<file path="config.mk">
export PLATFORM = sky130hd
export DESIGN_NAME = io_ccff_loader
export DESIGN_NICKNAME = d
export VERILOG_FILES = /design/src/rtl/io_ccff_loader.sv
export SDC_FILE = /design/constraint.sdc
export NUM_CORES = 1
export LEC_CHECK = 0
export ABC_AREA = 0
export CAP_MARGIN = 20
export CORE_MARGIN = 2
export CORE_UTILIZATION = 40
export CTS_CLUSTER_SIZE = 40
export DETAILED_ROUTE_END_ITERATION = 16
export PLACE_DENSITY_LB_ADDON = 0.12
export SYNTH_ARGS = -nofsm -noshare
export SYNTH_HDL_FRONTEND = slang
export SYNTH_SLANG_ARGS = --single-unit
</file>
<file path="constraint.sdc">
create_clock -name prog_clk -period 2.3 [get_ports prog_clk]
set_input_delay 0.575 -clock prog_clk [delete_from_list [all_inputs] [get_ports prog_clk]]
set_output_delay 0.575 -clock prog_clk [all_outputs]
set_load 0.005 [all_outputs]
</file>
<file path="src/rtl/io_ccff_loader.sv">
// io_ccff_loader: configuration sequencer for a chain of IO tiles.
// Takes bitstream words over valid/ready and shifts them MSB first onto
// ccff_head, gating the chain with ccff_shift_en. While shifting it folds
// the bits leaving the chain on ccff_tail into a readback parity bit, and
// it counts the shifted bits.
`timescale 1ns/1ps
module io_ccff_loader #(
   parameter int WORD_W    = 8,
   parameter int CHAIN_LEN = 20,
   parameter int CNT_W     = 16
) (
   input  logic              prog_clk,
   input  logic              prog_reset_n,
   input  logic              start,
   input  logic              abort,
   input  logic [WORD_W-1:0] word_data,
   input  logic              word_valid,
   output logic              word_ready,
   output logic              ccff_head,
   output logic              ccff_shift_en,
   input  logic              ccff_tail,
   output logic              busy,
   output logic              done,
   output logic              rb_parity,
   output logic [CNT_W-1:0]  bit_count
);

   localparam int SUB_W = $clog2(WORD_W + 1);

   typedef enum logic [1:0] {
      S_IDLE  = 2'd0,
      S_FETCH = 2'd1,
      S_SHIFT = 2'd2,
      S_DONE  = 2'd3
   } state_t;

   state_t            state_q, state_d;
   logic [WORD_W-1:0] sreg_q,  sreg_d;
   logic [SUB_W-1:0]  sub_q,   sub_d;
   logic [CNT_W-1:0]  cnt_q,   cnt_d;
   logic              par_q,   par_d;

   // State register and datapath registers, synchronous active-low reset.
   always_ff @(posedge prog_clk) begin
      if (!prog_reset_n) begin
         state_q <= S_IDLE;
         sreg_q  <= '0;
         sub_q   <= '0;
         cnt_q   <= '0;
         par_q   <= 1'b0;
      end else begin
         state_q <= state_d;
         sreg_q  <= sreg_d;
         sub_q   <= sub_d;
         cnt_q   <= cnt_d;
         par_q   <= par_d;
      end
   end

   // Next-state logic. An abort wins over everything and leaves the counter
   // and parity at their current values.
   always_comb begin
      state_d = state_q;
      sreg_d  = sreg_q;
      sub_d   = sub_q;
      cnt_d   = cnt_q;
      par_d   = par_q;
      if (abort) begin
         state_d = S_IDLE;
      end else begin
         case (state_q)
            S_IDLE: begin
               if (start) begin
                  cnt_d   = '0;
                  par_d   = 1'b0;
                  state_d = S_FETCH;
               end else begin
                  state_d = S_IDLE;
               end
            end
            S_FETCH: begin
               if (word_valid) begin
                  sreg_d  = word_data;
                  sub_d   = SUB_W'(WORD_W);
                  state_d = S_SHIFT;
               end else begin
                  state_d = S_FETCH;
               end
            end
            S_SHIFT: begin
               par_d  = par_q ^ ccff_tail;
               sreg_d = {sreg_q[WORD_W-2:0], 1'b0};
               cnt_d  = cnt_q + CNT_W'(1);
               sub_d  = sub_q - SUB_W'(1);
               // The chain length check comes first: when the chain is full,
               // any bits left in the current word are dropped.
               if (cnt_q + CNT_W'(1) == CNT_W'(CHAIN_LEN)) begin
                  state_d = S_DONE;
               end else if (sub_q == SUB_W'(1)) begin
                  state_d = S_FETCH;
               end else begin
                  state_d = S_SHIFT;
               end
            end
            S_DONE: begin
               state_d = S_IDLE;
            end
            default: begin
               state_d = S_IDLE;
            end
         endcase
      end
   end

   // Outputs decoded from registered state. Handshake and shift enable are
   // gated by abort, so an aborting cycle neither accepts a word nor advances
   // the chain.
   always_comb begin
      word_ready    = (state_q == S_FETCH) && !abort;
      ccff_shift_en = (state_q == S_SHIFT) && !abort;
      ccff_head     = (state_q == S_SHIFT) && sreg_q[WORD_W-1];
      busy          = (state_q == S_FETCH) || (state_q == S_SHIFT);
      done          = (state_q == S_DONE);
      rb_parity     = par_q;
      bit_count     = cnt_q;
   end

endmodule

</file>
==> results.txt, run 1 <==
Post-route insts no fill = 326
R2r startpoint = state_q[0]
TritonCTS clock tree = done
Detailed Route Iter0 Violations = 84
Synthesis-to-finish area growth = 29.7%
P_leak = 0.000969 µW
Post-CTS Setup Inserts = 0
Final period utilization = 97.2%
CP Capture Type = primary output
EDFF count, synth = 0
Initial antenna violation count = 0
Hold wc startpoint = sreg_q[0]
Layout cell share with drive strength beyond 1 = 11.0%
Status = finished clean
DRC = 0
Yosys warning count = 0
Syn Nets = 253
Main flop type after synthesis = dfxtp_1
H-tree levels = 2
Clock sink count = 31
Slew margin rel. = 76.7%
Die height = 73.2 µm
Worst-path clk slew = 0.07 ns
Worst vdd ir = 0.000397 V
Via count = 1,762
Clock Tree Buf Depth = 2
FMAX = 0.447 GHz
Seq/Total Area, Yosys = 32.4%
Rows = 25
GRT overflow = 0
Fillers = 461
DR pass1 iterations = 4
Largest net degree at the start of global routing = 21
Core area = 0.00466 mm²
Total global-route track usage = 18.6%
Max Slew Vio Count = 0
RSZ-0062 raised after global routing = false
Synthesized area per cell = 8.25 µm²
Port bufs = 35
Syn Inst Count = 232
Num ports = 36
Hold violation total from the final report = 0
Worst-path fanout max = 3
Die width = 73.2 µm
Worst setup SP type = input pin
Initial Utilization = 41.0%
#FFs+latches synth = 31
PwrDens = 523 mW/mm²
Mapped Area = 0.00191 mm²
Area of the die = 0.00535 mm²
Critical Path RT = 1.73 ns
Arrival @ worst endpoint = 1.66 ns
# setup viols final = 0
TNS Setup = 0 ns
# diodes = 0
Detail Placement HPWL = 3.22 mm
Crit path launch = abort
Number of CTS-inserted buffers = 5
Skew-Pair Late Insertion Delay = 0.29 ns
Hold Crit Class = register to register
Via/cell ratio = 5.40
Distinct cells, synth = 46
Maxcap violations = 0
Inst Count DP = 318
Global placement routability congestion = 0.837
Crit path kind = input pin to primary output
Routed WL = 4.53 mm
First-pass GRT wire length = 7.80 mm
Final Skew = 0.00351 ns
Routed WL per cell = 13.9 µm
Synth async-reset ratio = 0%
Final ANT Viol Nets = 0
Number of nets in the layout = 292
Vias in the first global route = 1,672
Clk Tree Root Cell = clkbuf_8
Worst-margin pin slew = 0.350 ns
Fin crit period = 2.23 ns
-- routing by layer --
layer | up-vias | global-route usage (%) | share of wire [%]
met5 | - | 0 | 0
met3 | 5 | 4.14 | 4.7
met4 | 0 | 6.17 | 1.1
met1 | 800 | 27.2 | 52
li1 | 911 | - | -
met2 | 46 | 26.9 | 42
-- worst max-delay path, cell delays in order --
cell and delay (ns):
clkdlybuf4s50_1 0.46, nor2_1 0.11, clkdlybuf4s50_1 0.52
-- final timing paths --
check,endpoint,slack (ns),depth (start not counted)
max reg2reg,bit_count[9],0.46,8
max,ccff_shift_en,0.07,3
min reg2reg,sreg_q[0],0.50,2
min,sreg_q[0],0.50,2
-- registers in the layout, indices dropped and copies added, names as in the netlist --
name and cells:
sreg_q 8, rb_parity 1, bit_count 16, sub_q 4, state_q 2
-- cell usage in the layout (no fill, tap or decap), types with 10 or more instances in the layout --
cell type,n
nand2_1,28
a21oi_1,10
buf_4,11
nand3_1,10
o21ai_0,10
dfxtp_1,31
clkdlybuf4s50_1,35
o21a_1,11
nor3_1,13
-- stage by stage --
step	total power [µW]	worst slack (ns)	hold WS (ns)	utilization [%]	area, µm²
3_5_place_dp	649	0.0657	0.489	50.3	2340
5_1_grt	1350	0.00949	0.517	53.2	2480
3_3_place_gp	648	0.0569	0.475	50.3	2340
4_1_cts	1310	0.0631	0.500	53.2	2480
6_report	1300	0.0651	0.497	53.2	2480
2_1_floorplan	604	0.484	0.454	-	1910
-- cell type report --
class	instances	area (µm²)	share of cell area, %
clock buffer	5	68.8	2.77
clock inverter	3	67.6	2.72
inverter	7	26.3	1.06
multi-input combinational	180	1200	48.3
sequential	31	621	25.0
tap	54	67.6	2.72
timing repair buffer	46	433	17.4
-- Yosys cell counts, types with 2 or more instances --
library cell	count	area [µm²]
a21boi_0	7	52.6
a21oi_1	10	50.1
and2_1	6	37.5
and3_1	4	25.0
buf_2	2	10.0
buf_6	2	22.5
clkbuf_1	8	30.0
dfxtp_1	31	621
ha_1	7	87.6
inv_1	7	26.3
mux2i_1	9	90.1
nand2_1	28	105
nand2b_1	4	25.0
nand3_1	10	50.1
nand4_1	6	37.5
nor2_1	8	30.0
nor2b_1	9	56.3
nor3_1	13	65.1
nor4_1	3	18.8
o211a_1	9	90.1
o21a_1	11	82.6
o21ai_0	10	50.1
o31ai_1	2	15.0
or2_2	2	12.5
or3_1	2	12.5
xnor2_1	2	17.5
-- cell families after synthesis --
| family | after synthesis | share of synthesized area [%] |
|---|---|---|
| multiplexers | 10 | 5.49 |
| XOR/XNOR | 3 | 1.37 |
| AO/OA/AOI/OAI | 56 | 21.5 |
| buffers and inverters | 21 | 5.10 |
| adder cells (fa/ha/maj) | 7 | 4.58 |
| AND/OR/NAND/NOR | 104 | 29.6 |
| flip-flops | 31 | 32.4 |
-- repair_timing --
| item | in CTS | in global routing |
|---|---|---|
| hold buffers | 0 | 0 |
| endpoints found under the setup margin | 0 | 1 |
| resized for setup | 0 | 1 |
-- report_power, final --
group	switching [µW]	total [µW]	internal [µW]
Combinational	39.1	87.3	48.3
Clock	230	663	432
Sequential	4.30	548	544
Total	274	1300	1020
Note: power is estimated with default switching activity, not from simulation.
==> run 2, diff against run 1 <==
--- a/config.mk
+++ b/config.mk
@@ -9,7 +9,7 @@
 export CAP_MARGIN = 20
 export CORE_MARGIN = 2
 export CORE_UTILIZATION = 40
-export CTS_CLUSTER_SIZE = 40
+export CTS_CLUSTER_DIAMETER = 30
 export DETAILED_ROUTE_END_ITERATION = 16
 export PLACE_DENSITY_LB_ADDON = 0.12
 export SYNTH_ARGS = -nofsm -noshare
==> results of run 2 <==
Same layout as run 1: the final DEF is identical, and so are final timing and power.
